`src/rtl/serial_frame_rx_pkg.sv`:
```
// ---------------------------------------------------------------------------
// serial_frame_rx_pkg
// Shared definitions for the framed serial receive path and its matching
// transmit sequencer.
//   rx_state_t   : receiver FSM state encoding
//   START_BIT    : line level that opens a frame
//   STOP_BIT     : line level expected at the end of a frame
//   IDLE_LEVEL   : line level between frames
//   count_width  : bits needed for a counter that must reach a given value
// ---------------------------------------------------------------------------
package serial_frame_rx_pkg;

   typedef enum logic [1:0] {
      IDLE   = 2'd0,
      DATA   = 2'd1,
      PARITY = 2'd2,
      STOP   = 2'd3
   } rx_state_t;

   localparam logic START_BIT  = 1'b1;
   localparam logic STOP_BIT   = 1'b0;
   localparam logic IDLE_LEVEL = 1'b0;

   // Counter width able to hold every value 0..max_value inclusive
   function automatic int count_width(input int max_value);
      return $clog2(max_value + 1);
   endfunction

endpackage

```
`src/rtl/serial_frame_rx_bit_counter.sv`:
```
// ---------------------------------------------------------------------------
// rx_bit_counter
// Clearable, enabled up-counter that tracks how many data bits of the
// current frame have been received.
//   clk      : rising-edge clock
//   reset    : asynchronous active-high reset, count returns to 0
//   clear    : synchronous clear, has priority over enable
//   enable   : advance the count by one on this edge
//   count    : current number of bits counted
//   terminal : high while count equals WIDTH
// ---------------------------------------------------------------------------
module rx_bit_counter #(
   parameter int WIDTH = 4,
   parameter int CW    = $clog2(WIDTH + 1)
) (
   input  logic          clk,
   input  logic          reset,
   input  logic          clear,
   input  logic          enable,
   output logic [CW-1:0] count,
   output logic          terminal
);

   // Count register: a clear starts a fresh frame, enable steps one bit
   always_ff @(posedge clk or posedge reset) begin
      if (reset) begin
         count <= '0;
      end else if (clear) begin
         count <= '0;
      end else if (enable) begin
         count <= count + CW'(1);
      end
   end

   // Terminal count is decoded straight from the register
   always_comb begin
      terminal = (count == CW'(WIDTH));
   end

endmodule

```
`src/rtl/serial_frame_rx.sv`:
```
// ---------------------------------------------------------------------------
// serial_frame_rx
// Receives framed words (start bit, WIDTH data bits MSB first, even parity,
// stop bit) from a strobed serial stream and presents each word through a
// valid/ack handshake with parity, framing and overrun status.
//   clk        : rising-edge clock shared with the upstream shift register
//   reset      : asynchronous active-high reset
//   serial_in  : serial bit stream, sampled only when bit_en is high
//   bit_en     : bit strobe
//   data_ack   : consumer accepts the held word
//   data_out   : last received word, MSB is the first data bit received
//   data_valid : data_out holds an unconsumed word
//   parity_err : held word failed even parity
//   frame_err  : stop bit of the last frame was not at the stop level
//   overrun    : sticky, a frame completed while a word was still held
//   busy       : a frame is in progress
// ---------------------------------------------------------------------------
module serial_frame_rx
   import serial_frame_rx_pkg::*;
#(
   parameter int WIDTH = 4
) (
   input  logic             clk,
   input  logic             reset,
   input  logic             serial_in,
   input  logic             bit_en,
   input  logic             data_ack,
   output logic [WIDTH-1:0] data_out,
   output logic             data_valid,
   output logic             parity_err,
   output logic             frame_err,
   output logic             overrun,
   output logic             busy
);

   localparam int CW = count_width(WIDTH);

   rx_state_t        state;
   rx_state_t        next_state;
   logic [WIDTH-1:0] acc;
   logic             parity_bit;
   logic             cnt_clear;
   logic             cnt_en;
   logic [CW-1:0]    cnt_count;
   logic             cnt_terminal;
   logic             shift_en;
   logic             parity_cap;
   logic             complete;

   rx_bit_counter #(
      .WIDTH(WIDTH),
      .CW   (CW)
   ) u_bit_counter (
      .clk     (clk),
      .reset   (reset),
      .clear   (cnt_clear),
      .enable  (cnt_en),
      .count   (cnt_count),
      .terminal(cnt_terminal)
   );

   // State register; the FSM only moves on strobed edges, which the
   // next-state logic already accounts for
   always_ff @(posedge clk or posedge reset) begin
      if (reset) begin
         state <= IDLE;
      end else begin
         state <= next_state;
      end
   end

   // Next-state and per-bit control. Nothing happens without bit_en.
   // The counter holds the number of data bits already taken, so the
   // WIDTH-th bit arrives while it reads WIDTH-1. The terminal guard keeps
   // the counter from wrapping should the state ever be corrupted.
   always_comb begin
      next_state = state;
      cnt_clear  = 1'b0;
      cnt_en     = 1'b0;
      shift_en   = 1'b0;
      parity_cap = 1'b0;
      complete   = 1'b0;
      if (bit_en) begin
         case (state)
            IDLE: begin
               if (serial_in == START_BIT) begin
                  next_state = DATA;
                  cnt_clear  = 1'b1;
               end
            end
            DATA: begin
               shift_en = 1'b1;
               cnt_en   = !cnt_terminal;
               if (cnt_count == CW'(WIDTH - 1)) begin
                  next_state = PARITY;
               end
            end
            PARITY: begin
               parity_cap = 1'b1;
               next_state = STOP;
            end
            STOP: begin
               complete   = 1'b1;
               next_state = IDLE;
            end
            default: begin
               next_state = IDLE;
            end
         endcase
      end
   end

   // Shift accumulator and captured parity bit for the frame in flight
   always_ff @(posedge clk or posedge reset) begin
      if (reset) begin
         acc        <= '0;
         parity_bit <= 1'b0;
      end else begin
         if (shift_en) begin
            acc <= {acc[WIDTH-2:0], serial_in};
         end
         if (parity_cap) begin
            parity_bit <= serial_in;
         end
      end
   end

   // Output word and handshake. Completion always loads the new word; an
   // ack on the same edge retires the old one so no overrun is flagged.
   // Status flags only change at completion so they stay tied to the word.
   always_ff @(posedge clk or posedge reset) begin
      if (reset) begin
         data_out   <= '0;
         data_valid <= 1'b0;
         parity_err <= 1'b0;
         frame_err  <= 1'b0;
         overrun    <= 1'b0;
      end else if (complete) begin
         data_out   <= acc;
         parity_err <= ^{acc, parity_bit};
         frame_err  <= (serial_in != STOP_BIT);
         data_valid <= 1'b1;
         if (data_valid && !data_ack) begin
            overrun <= 1'b1;
         end
      end else if (data_valid && data_ack) begin
         data_valid <= 1'b0;
      end
   end

   // Busy whenever a frame has been opened and not yet closed
   always_comb begin
      busy = (state != IDLE);
   end

endmodule

```
`config.mk`:
```
export PLATFORM = sky130hd
export DESIGN_NAME = serial_frame_rx
export DESIGN_NICKNAME = d
export VERILOG_FILES = /design/src/rtl/serial_frame_rx_pkg.sv /design/src/rtl/serial_frame_rx_bit_counter.sv /design/src/rtl/serial_frame_rx.sv
export SDC_FILE = /design/constraint.sdc
export NUM_CORES = 1
export LEC_CHECK = 0
export BUFFER_PORTS_ARGS = -buffer_cell sky130_fd_sc_hd__buf_2
export CORE_MARGIN = 3
export CORE_UTILIZATION = 48
export CTS_CLUSTER_SIZE = 24
export DETAILED_ROUTE_END_ITERATION = 6
export GPL_TIMING_DRIVEN = 0
export PLACE_DENSITY = 0.72
export SYNTH_ARGS = -nofsm -noshare
export SYNTH_HDL_FRONTEND = slang
export SYNTH_SLANG_ARGS = --single-unit
```
`constraint.sdc`:
```
create_clock -name clk -period 1.5 [get_ports clk]
set_input_delay 0.075 -clock clk [delete_from_list [all_inputs] [get_ports clk]]
set_output_delay 0.075 -clock clk [all_outputs]
set_load 0.005 [all_outputs]
```
==> results of run 1 <==
[registers in the layout, indices dropped and copies added, names as in the netlist]
signal / count
acc: 4
data_out: 4
u_bit_counter.count: 3
state: 2
data_valid: 1
frame_err: 1
overrun: 1
parity_bit: 1
parity_err: 1
[worst reg2reg max path: stages, from the launching register on]
cell      delay, ns
dfrtp_1        0.42
ha_2           0.20
ha_4           0.15
nand2b_4       0.13
o211ai_1       0.11
mux2_2         0.36
[cell usage in the layout (no fill, tap or decap), drive strengths merged]
| master | n |
|---|---|
| and3 | 1 |
| dlygate4sd3 | 1 |
| nor2 | 1 |
| ha | 7 |
| clkbuf | 4 |
| or3b | 1 |
| a32oi | 1 |
| nand2b | 2 |
| a21oi | 3 |
| o21bai | 1 |
| o211ai | 1 |
| inv | 7 |
| nand2 | 5 |
| xnor3 | 1 |
| and2 | 1 |
| buf | 15 |
| or3 | 1 |
| dfrtp | 18 |
| or2 | 1 |
| o21ai | 4 |
| mux2 | 11 |
| xnor2 | 2 |
[per-stage QoR]
step | util | setup WS [ns] | hold WS (ns) | total power (W) | cell area [sq um]
2_1_floorplan | - | 0.0543 | 0.0136 | 0.00153 | 858
3_3_place_gp | 0.598 | -0.0270 | 0.200 | 0.00175 | 953
3_5_place_dp | 0.598 | -0.0568 | 0.206 | 0.00180 | 953
4_1_cts | 0.640 | 0.00580 | 0.0346 | 0.00214 | 1020
5_1_grt | 0.659 | -0.0358 | 0.0726 | 0.00234 | 1050
6_report | 0.659 | 0.0166 | 0.0502 | 0.00218 | 1050
[logic make-up (layout without fill, tap and decap cells)]
logic type | Yosys count | in the layout | synth area share
AO/OA/AOI/OAI | 10 | 10 | 0.0685
buffers and inverters | 7 | 27 | 0.0306
adder cells (fa/ha/maj) | 7 | 7 | 0.102
multiplexers | 11 | 11 | 0.144
AND/OR/NAND/NOR | 13 | 13 | 0.0831
flip-flops | 18 | 18 | 0.525
XOR/XNOR | 3 | 3 | 0.0466
[layer usage]
layer,vias to the layer above,part of all wire,global-route usage
met5,-,0,0
met4,0,0.024,0.113
met3,4,0.034,0.0221
met2,9,0.51,0.232
met1,275,0.43,0.166
li1,278,-,-
[where the power goes]
part	total, W	switching, W	internal [W]
sequential	0.000898	0.000169	0.000729
clock	0.000304	0.000156	0.000148
combinational	0.000976	0.000401	0.000575
total	0.00218	0.000727	0.00145
[final timing paths]
path                                               startpoint                                 end  slack, ns  cells after the start
max                        u_bit_counter.count[1]$_DFFE_PP0P_                state[1]$_DFFE_PP0P_       0.02                      5
min                                                  data_ack              data_valid$_DFFE_PP0P_       0.05                      3
max reg2reg                u_bit_counter.count[1]$_DFFE_PP0P_                state[1]$_DFFE_PP0P_       0.02                      5
min reg2reg                               overrun$_DFFE_PP0P_                 overrun$_DFFE_PP0P_       0.48                      1
max in group asynchronous                               reset                  acc[1]$_DFFE_PP0P_       0.69                      3
min in group asynchronous                               reset  u_bit_counter.count[1]$_DFFE_PP0P_       0.39                      3
[cell type report]
class | count | area [sq um]
multi-input combinational | 44 | 418
sequential | 18 | 450
tap | 24 | 30.0
clock buffer | 4 | 36.3
inverter | 7 | 26.3
timing repair buffer | 16 | 90.1
fill | 133 | 543
[timing repair]
item                                    in CTS  in global routing
hold endpoints to repair                    18                  0
hold buffers                                 1                  0
setup buffers                                1                  1
pin swaps                                    1                  1
gates cloned                                 0                  0
resized for setup                            3                  5
endpoints found under the setup margin       1                  4
==> impl_metrics.ini, run 1 <==
[status]
outcome = complete, no violations

[timing]
fmax_ghz = 0.674
drv_slew = 0
setup_viol = 0
clock_skew_ns = 0.00504
rsz0062_at_grt = yes
period_minus_slack_ns = 1.48
finalHoldViolations = 0
max-slew-margin-rel = 0.565
setup_tns_ns = 0
finalCritPeriodShare = 0.989
worst_slew_pin_slew_ns = 0.651

[route]
drc_errors = 0
route.detailed.wl_per_inst_um = 12.5
drt_iter0_markers = 2
dr.pass1.iters = 2
totalWireLength_mm = 1.41
num_vias = 566
ant_nets = 0
via_per_inst = 5.01

[critical_path]
crit_type = reg -> reg
crit_buf_inv = 0
cp_cell_sequence = ha_2 > ha_4 > nand2b_4 > o211ai_1 > mux2_2
path_max_fanout = 3
cp_top_family = flip-flops
cp-end-kind = flop
arrival_ns = 1.68
start_kind = flop
critPathSlowestCell = dfrtp_1
critical-path-max-stage-delay_ns = 0.42
cp.required_ns = 1.70

[clock_tree]
htreeDepth = 1
cts.clk_slew.worst_paths_ns = 0.11
clock_latency_ns = 0.30
clk_path_buf_depth = 2
numCtsBuffers = 3
cts_root_buffer = clkbuf_4
cts_tree = built
clock-sinks = 18

[layout]
final_cells = 113
antenna_cells = 0
layout.nets = 102
area_growth_pct = 22.4
drive_above_1_share = 0.427

[synth]
ys_types = 20
ys_seq_elements = 18
syn_area_sq_um = 858
yosysWarnings = 0
synth_top_cell_area_share = 0.525
syn_inst = 69
synth.yosys.seq_area_share = 0.525
synth_nets = 81
synth_area_leaders = dfrtp_1, mux2_2, ha_1, inv_1, xnor3_1
synth_most_common_cell = dfrtp_1
yosysTopAreaCell = dfrtp_1
syn_avg_cell_area_sq_um = 12.4
synth_common_cells = dfrtp_1, mux2_2, ha_1, inv_1
async_flop_share = 1.00
yosys_most_used_dff = dfrtp_1
synth_edf_count = 0

[power_and_ir_drop]
peakVddDrop_mv = 1.16
power.density_nw_per_um2 = 2070
power.leakage_nw = 0.503

[die]
fp.dieH_um = 48.3
die_area_sq_um = 2330
core_sq_um = 1590
die_x_um = 48.3
start_util = 0.538
num_rows = 14
num_io_pins = 14

[placed_design]
io_buffers = 13
gp_congestion = 0.705
dp_hpwl_mm = 1.01
place_inst = 106

[run]
drv_cap = 0

[global_routing]
grtUsageTotal = 0.143
grt_pass1_vias = 507
grt_pass1_wl_mm = 2.17
grt_max_degree = 19
gr-total-overflow = 0
grt_antenna_before_repair = 0

[min_path]
hold_path_class = in -> reg
(Power assumes the default switching activity.)
==> run 2, diff against run 1 <==
Settings changed: ABC_AREA set to 0, CELL_PAD_IN_SITES_DETAIL_PLACEMENT set to 1, CELL_PAD_IN_SITES_GLOBAL_PLACEMENT set to 1, CORE_UTILIZATION 48 to 38, PLACE_DENSITY 0.72 to unset, PLACE_DENSITY_LB_ADDON set to 0.1.
==> run 2 against run 1 <==
Against the previous run: die area rose by 23%; global-route usage decreased by 0.50 points; cell count increased by 2.7%; clock skew down 0.0034 ns; fmax up 0.28%; critical path depth did not move; setup slack improved by 0.0042 ns; non-clock buffer count unchanged.
==> impl_metrics.ini, run 2 (same netlist as run 1, synthesis figures left out) <==
[status]
outcome = complete, no violations

[clock_tree]
cts.clk_slew.worst_paths_ns = 0.10
clock-sinks = 18
numCtsBuffers = 3
htreeDepth = 1
cts_tree = built
clk_path_buf_depth = 2
cts_root_buffer = clkbuf_4
clock_latency_ns = 0.29

[global_routing]
grt_pass1_wl_mm = 2.77
grt_max_degree = 19
gr-total-overflow = 0
grtUsageTotal = 0.138
grt_antenna_before_repair = 0
grt_pass1_vias = 640

[critical_path]
path_max_fanout = 3
critical-path-max-stage-delay_ns = 0.42
cp_cell_sequence = ha_2 > ha_2 > nand2b_4 > o211ai_1 > mux2_4
cpMostUsedCell = ha_2
critPathSlowestCell = dfrtp_1
crit_type = reg -> reg
cp.required_ns = 1.68
arrival_ns = 1.66
start_kind = flop
cp-end-kind = flop

[placed_design]
place_inst = 109
place_area_sq_um = 957
gp_congestion = 0.692
dp_hpwl_mm = 1.15
io_buffers = 13

[die]
start_util = 0.420
fp.dieH_um = 53.5
num_io_pins = 14
core_sq_um = 2040
die_x_um = 53.5
die_area_sq_um = 2860
num_rows = 16

[route]
ant_nets = 0
num_vias = 569
drt_iter0_markers = 4
dr.pass1.iters = 3
route.detailed.wl_per_inst_um = 13.4
totalWireLength_mm = 1.55
via_per_inst = 4.91
drc_errors = 0

[layout]
fill_cells = 227
seqCellArea_sq_um = 450
final_common_cell = dfrtp_1
final_cell_mix = dfrtp_1, buf_2, mux2_2
drive_above_1_share = 0.438
layout.nets = 102
area_growth_pct = 24.5
antenna_cells = 0
top_regs = acc: 4 flops, data_out: 4 flops, u_bit_counter.count: 3 flops
final_cells = 116
fin_area_sq_um = 1070
multi_input_area_sq_um = 432

[timing]
clock_skew_ns = 0.00161
period_minus_slack_ns = 1.48
worst_slew_pin_slew_ns = 0.683
fmax_ghz = 0.676
setup_viol = 0
rsz0062_at_grt = yes
finalCritPeriodShare = 0.986
finalHoldViolations = 0
drv_slew = 0
max-slew-margin-rel = 0.544

[power_and_ir_drop]
peakVddDrop_mv = 1.16
power.leakage_nw = 0.508
power.density_nw_per_um2 = 2090

[run]
drv_cap = 0

[min_path]
hold_path_class = in -> reg
run 2: critical path: cells and delay by family (launching register included):
| kind | cells | cell delay, ns |
|---|---|---|
| DFF | 1 | 0.42 |
| adders and majority gates | 2 | 0.36 |
| muxes | 1 | 0.33 |
| and+or+nand+nor | 1 | 0.14 |
| AOI/OAI and AO/OA | 1 | 0.14 |
run 2: metal layers:
layer  GRT usage  vias to the layer above  wire [um]
li1            -                      273          -
met1       0.153                      289        661
met2       0.251                        7        842
met3      0.0338                        0         49
met4      0.0511                        0          0
met5           0                        -          0
run 2: area by class of cell:
cell class / count / share of cell area
clock buffers: 4 / 0.0340
inverters: 7 / 0.0246
multi-input cells: 44 / 0.404
flip-flops and latches: 18 / 0.422
well taps: 27 / 0.0316
repair buffers: 16 / 0.0843
run 2: power breakdown:
| group | internal [W] | leakage [nW] | switching, W |
|---|---|---|---|
| Sequential | 0.000728 | 0.218 | 0.000170 |
| Clock | 0.000148 | 0.0210 | 0.000148 |
| Combinational | 0.000610 | 0.269 | 0.000433 |
run 2: final timing paths:
check,from,to,slack (ns),cells after the start
worst min register to register,overrun$_DFFE_PP0P_,overrun$_DFFE_PP0P_,0.49,1
worst min-delay path,data_ack,data_valid$_DFFE_PP0P_,0.05,3
max in group asynchronous,reset,parity_err$_DFFE_PP0P_,0.65,3
worst max register to register,u_bit_counter.count[1]$_DFFE_PP0P_,state[1]$_DFFE_PP0P_,0.02,5
min in group asynchronous,reset,data_out[3]$_DFFE_PP0P_,0.42,3
worst max-delay path,u_bit_counter.count[1]$_DFFE_PP0P_,state[1]$_DFFE_PP0P_,0.02,5
run 2: through the flow:
stage / utilization / setup slack [ns] / power, W / hold slack [ns] / setup TNS (ns)
after floorplan: - / 0.0543 / 0.00153 / 0.0136 / 0
after global placement: 0.469 / -0.0369 / 0.00176 / 0.225 / -0.0369
after detailed placement: 0.469 / -0.0583 / 0.00181 / 0.228 / -0.0583
after global routing: 0.523 / -0.0728 / 0.00248 / 0.0612 / -0.345
after CTS: 0.505 / 0.00178 / 0.00218 / 0.0371 / 0
final: 0.523 / 0.0208 / 0.00224 / 0.0512 / 0
run 2: timing repair:
item	4_1_cts	5_1_grt
resized for setup	6	5
hold buffers	1	0
pin swaps	2	2
setup buffers	1	1
endpoints found under the hold margin	18	0
endpoints found under the setup margin	1	3
